### src/rtl/dma_stream_loader.sv
// Loads one DMA stream frame into a MEM_DEPTH-1 word buffer; arm-triggered, flags short/long frames.
// Latency: write strobe one cycle after each handshake; tready held low outside LOAD/DRAIN.
module dma_stream_loader #(
    parameter int MEM_DEPTH  = 5,
    parameter int ADDR_WIDTH = 3
) (
    input  logic                  clk,
    input  logic                  rst_n,
    input  logic                  arm,
    input  logic [63:0]           s_axis_tdata,
    input  logic                  s_axis_tvalid,
    input  logic                  s_axis_tlast,
    output logic                  s_axis_tready,
    output logic                  wr_en,
    output logic [ADDR_WIDTH-1:0] wr_addr,
    output logic [63:0]           wr_data,
    output logic                  busy,
    output logic                  done,
    output logic                  frame_err
);

    typedef enum logic [1:0] {IDLE, LOAD, DRAIN, DONE} state_t;

    localparam logic [ADDR_WIDTH-1:0] LAST_ADDR = ADDR_WIDTH'(MEM_DEPTH - 2);

    state_t                  state_q;
    logic [ADDR_WIDTH-1:0]   cnt_q;
    logic [ADDR_WIDTH-1:0]   cnt_d;
    logic                    tready_q;
    logic                    wr_en_q;
    logic [ADDR_WIDTH-1:0]   wr_addr_q;
    logic [63:0]             wr_data_q;
    logic                    busy_q;
    logic                    done_q;
    logic                    frame_err_q;
    logic                    hs;

    // tready is registered, so the handshake uses the value the stream sees this cycle.
    always_comb begin
        hs    = s_axis_tvalid & tready_q;
        cnt_d = cnt_q + ADDR_WIDTH'(1);
    end

    always_ff @(posedge clk) begin
        if (!rst_n) begin
            state_q     <= IDLE;
            cnt_q       <= '0;
            tready_q    <= 1'b0;
            wr_en_q     <= 1'b0;
            wr_addr_q   <= '0;
            wr_data_q   <= '0;
            busy_q      <= 1'b0;
            done_q      <= 1'b0;
            frame_err_q <= 1'b0;
        end else begin
            wr_en_q <= 1'b0;
            done_q  <= 1'b0;
            case (state_q)
                IDLE: begin
                    if (arm) begin
                        state_q     <= LOAD;
                        cnt_q       <= '0;
                        frame_err_q <= 1'b0;
                        tready_q    <= 1'b1;
                        busy_q      <= 1'b1;
                    end
                end
                LOAD: begin
                    if (hs) begin
                        wr_en_q   <= 1'b1;
                        wr_addr_q <= cnt_q;
                        wr_data_q <= s_axis_tdata;
                        if (cnt_q == LAST_ADDR) begin
                            // Buffer full: a missing tlast means the rest of the frame is drained.
                            if (s_axis_tlast) begin
                                state_q  <= DONE;
                                tready_q <= 1'b0;
                                done_q   <= 1'b1;
                            end else begin
                                state_q     <= DRAIN;
                                frame_err_q <= 1'b1;
                            end
                        end else begin
                            cnt_q <= cnt_d;
                            if (s_axis_tlast) begin
                                state_q     <= DONE;
                                tready_q    <= 1'b0;
                                done_q      <= 1'b1;
                                frame_err_q <= 1'b1;
                            end
                        end
                    end
                end
                DRAIN: begin
                    if (hs && s_axis_tlast) begin
                        state_q  <= DONE;
                        tready_q <= 1'b0;
                        done_q   <= 1'b1;
                    end
                end
                DONE: begin
                    state_q <= IDLE;
                    busy_q  <= 1'b0;
                end
                default: state_q <= IDLE;
            endcase
        end
    end

    assign s_axis_tready = tready_q;
    assign wr_en         = wr_en_q;
    assign wr_addr       = wr_addr_q;
    assign wr_data       = wr_data_q;
    assign busy          = busy_q;
    assign done          = done_q;
    assign frame_err     = frame_err_q;

endmodule

### config.mk
export PLATFORM = sky130hd
export DESIGN_NAME = dma_stream_loader
export DESIGN_NICKNAME = d
export VERILOG_FILES = /design/src/rtl/dma_stream_loader.sv
export SDC_FILE = /design/constraint.sdc
export NUM_CORES = 1
export LEC_CHECK = 0
export CAP_MARGIN = 20
export CORE_UTILIZATION = 43
export DETAILED_ROUTE_END_ITERATION = 7
export PLACE_DENSITY = 0.84
export SLEW_MARGIN = 20
export SYNTH_ARGS = -nofsm -noshare
export SYNTH_HDL_FRONTEND = slang
export SYNTH_SLANG_ARGS = --single-unit
### constraint.sdc
create_clock -name clk -period 4.5 [get_ports clk]
set_input_delay 0.675 -clock clk [delete_from_list [all_inputs] [get_ports clk]]
set_output_delay 0.675 -clock clk [all_outputs]
set_load 0.01 [all_outputs]
==> results.md <==
* # Max-Cap Violations at 0
* Mean Syn Cell Area at 8.09 µm²
* Hold crit path type: reg -> reg
* DR iter-0 viols at 134
* Critical Path End Type: flip-flop
* Core ar. at 6420 µm²
* Post-synth EDFFs at 0
* Die H at 84.1 µm
* Violated checks: design-rule violations
* Wire per inst at 13.3 µm
* Largest vdd supply drop at 290 µV
* Initial antenna violation count at 0
* Synthesized area at 2900 µm²
* Yosys warning total at 0
* Area delta synth->final at 55.8%
* Synth top cells by count: 144 x nand2_1, 77 x dfxtp_1, 71 x a21oi_1
* Pin count of the biggest net entering global routing at 72
* Num ports at 141
* #FFs+latches synth at 77
* Htree depth at 3
* Setup WS post-layout at 2070 ps
* First-pass GRT wire length at 11800 µm
* Count leader, synth: nand2_1
* Largest area contributor in the netlist: dfxtp_1
* Slowest CP cell: clkinv_2
* Max-slew violation count at 0
* Final ANT Viol Nets at 0
* Asr flop ratio synth at 0%
* Via density at 4.94
* CP cell instances: clkdlybuf4s50_1 -> clkinv_2 -> o32ai_2
* Count of different cell masters after synthesis at 30
* CTS resizes at 0
* Crit Path Class: in -> reg
* Top_reg_cell synth: dfxtp_1
* TritonCTS Buffers at 9
* RSZ-0062 raised after global routing: no
* Vias in the first global route at 2548
* CTS tree: yes
* Die Area at 7070 µm²
* Fmax at 0.411 GHz
* Leak at 1.54 nW
* Status: finished with violations
* Via count at 2804
* DRC Markers at 26
* Seq/Total Area, Yosys at 53.2%
* Pwr/cell area at 381 nW/µm²
* Fillers at 530
* Post-CTS setup buffer count at 0
* Gr ovfl total at 0
* N_diodes at 0
* Slowest stage delay, CP at 800 ps
* Top cells by area, synth: dfxtp_1 53%, nand2_1 19%, a21oi_1 12%
* Worst slew pin tran at 906 ps
* Syn Nets at 433
* Final #Nets at 561
* Post-DP HPWL at 5200 µm
* Die W at 84.1 µm
* CTS Sinks at 77
* Final WL at 7540 µm
* Worst-Skew Late Latency at 340 ps
* Tot GR Track Use at 21.2%
* Final period utilization at 54.1%
* TNS Setup at 0 ps
* CTS Root Cell: clkbuf_8
* Top-area cell type share of the netlist area at 53.2%
* Worst path required time at 4750 ps
* CP arrival at 2680 ps
* Hold Vio Cnt, Final at 0
* Initial core utilization at 45.1%
* Worst-path clk slew at 80 ps
* Crit start category: primary input
* Gate Count Post-Synth at 358
* Drt first pass iters at 7
* Fin crit period at 2430 ps
* CP max FO at 71
* Gpl congestion at 0.850
* Number of port buffers at 140
* Rel. slew slack at 39.6%
* Pre-CTS setup slack at 1860 ps
* Rows at 29
* Share of cells above drive strength 1 at 5.09%
* Setup Skew at 9.33 ps
* Final setup fails at 0
* Hold buffers post-CTS at 0
* Max Root-Sink Buffers at 2
## cell families after synthesis
| logic type | Yosys count | synth area share [%] |
|---|---|---|
| multiplexers | 4 | 1.38 |
| AND/OR/NAND/NOR | 163 | 22.7 |
| buffers and inverters | 29 | 4.88 |
| XOR/XNOR | 1 | 0.302 |
| flip-flops | 77 | 53.2 |
| AO/OA/AOI/OAI | 78 | 14.9 |
| adder cells (fa/ha/maj) | 6 | 2.59 |
## critical path: cells and delay by family
kind / cells / cell delay, ps
AO/OA/AOI/OAI: 1 / 480
buffers and inverters: 2 / 1520
## final cells by class
| cell class | count | area [µm²] | area share, % |
|---|---|---|---|
| tap | 77 | 96.3 | 2.13 |
| clock inverter | 5 | 83.8 | 1.86 |
| sequential | 77 | 1540 | 34.2 |
| clock buffer | 11 | 141 | 3.13 |
| timing repair buffer | 141 | 1410 | 31.2 |
| inverter | 5 | 20.0 | 0.444 |
| multi-input combinational | 252 | 1220 | 27.1 |
## flip-flops by register name (all words and copies together), names as in the netlist
signal and cells:
busy 1, done 1, frame_err 1, cnt_q 3, wr_en 1, wr_addr 3, s_axis_tready 1, state_q 2
wr_data 64
## power breakdown
part | total [mW] | leakage, nW | switching, mW | internal, mW
Clock | 0.574 | 0.106 | 0.245 | 0.328
Sequential | 0.751 | 0.622 | 0.0285 | 0.722
Combinational | 0.395 | 0.809 | 0.197 | 0.197
Total | 1.72 | 1.54 | 0.471 | 1.25
## per-stage QoR
| stage | power [mW] | instance area [µm²] | utilization [%] | hold slack [ps] | instances |
|---|---|---|---|---|---|
| after floorplan | 1.00 | 2900 | - | 445 | 358 |
| after global placement | 1.14 | 4280 | 66.7 | 441 | 552 |
| after detailed placement | 1.16 | 4280 | 66.7 | 447 | 552 |
| after CTS | 1.73 | 4510 | 70.2 | 456 | 568 |
| after global routing | 1.81 | 4510 | 70.3 | 474 | 568 |
| final | 1.72 | 4510 | 70.3 | 456 | 568 |
## cell usage in the layout (no fill, tap or decap)
master	netlist	layout
a2111oi_2	1	1
a21oi_1	71	71
and2_1	1	1
and3_4	0	1
buf_4	3	1
bufinv_16	0	2
clkbuf_1	9	1
clkbuf_8	0	10
clkdlybuf4s50_1	0	140
clkinv_2	0	1
clkinv_4	0	1
clkinvlp_4	0	2
dfxtp_1	77	77
ha_1	6	6
inv_1	4	4
mux2i_1	4	4
nand2_1	144	143
nand2_2	0	1
nand2b_1	4	4
nand3_1	2	2
nand3b_1	2	2
nor2_1	4	4
nor2_4	1	1
nor2b_1	1	1
nor3_1	1	1
nor3_2	1	1
o21a_1	1	1
o21ai_0	1	1
o21bai_1	1	1
o221a_2	1	1
o221ai_2	1	1
o32ai_2	1	1
or3_1	1	1
xnor2_1	1	1
## routing by layer
metal	GRT usage, %	vias to the layer above	part of all wire, %
li1	-	1411	-
met1	23.1	1282	39
met2	38.5	97	52
met3	6.82	14	7.2
met4	7.52	0	2.0
met5	0	-	0
## final timing paths
path                            cells past startpoint                    start                       to  slack, ps
worst max-delay path                                3                    rst_n  state_q[0]$_SDFFE_PN0P_       2070
worst max register to register                      6  state_q[1]$_SDFFE_PN0P_  wr_data[1]$_SDFFE_PN0P_       2270
worst min register to register                      2  wr_data[3]$_SDFFE_PN0P_  wr_data[3]$_SDFFE_PN0P_        460
worst min-delay path                                2  wr_data[3]$_SDFFE_PN0P_  wr_data[3]$_SDFFE_PN0P_        460
(Power assumes the default switching activity.)
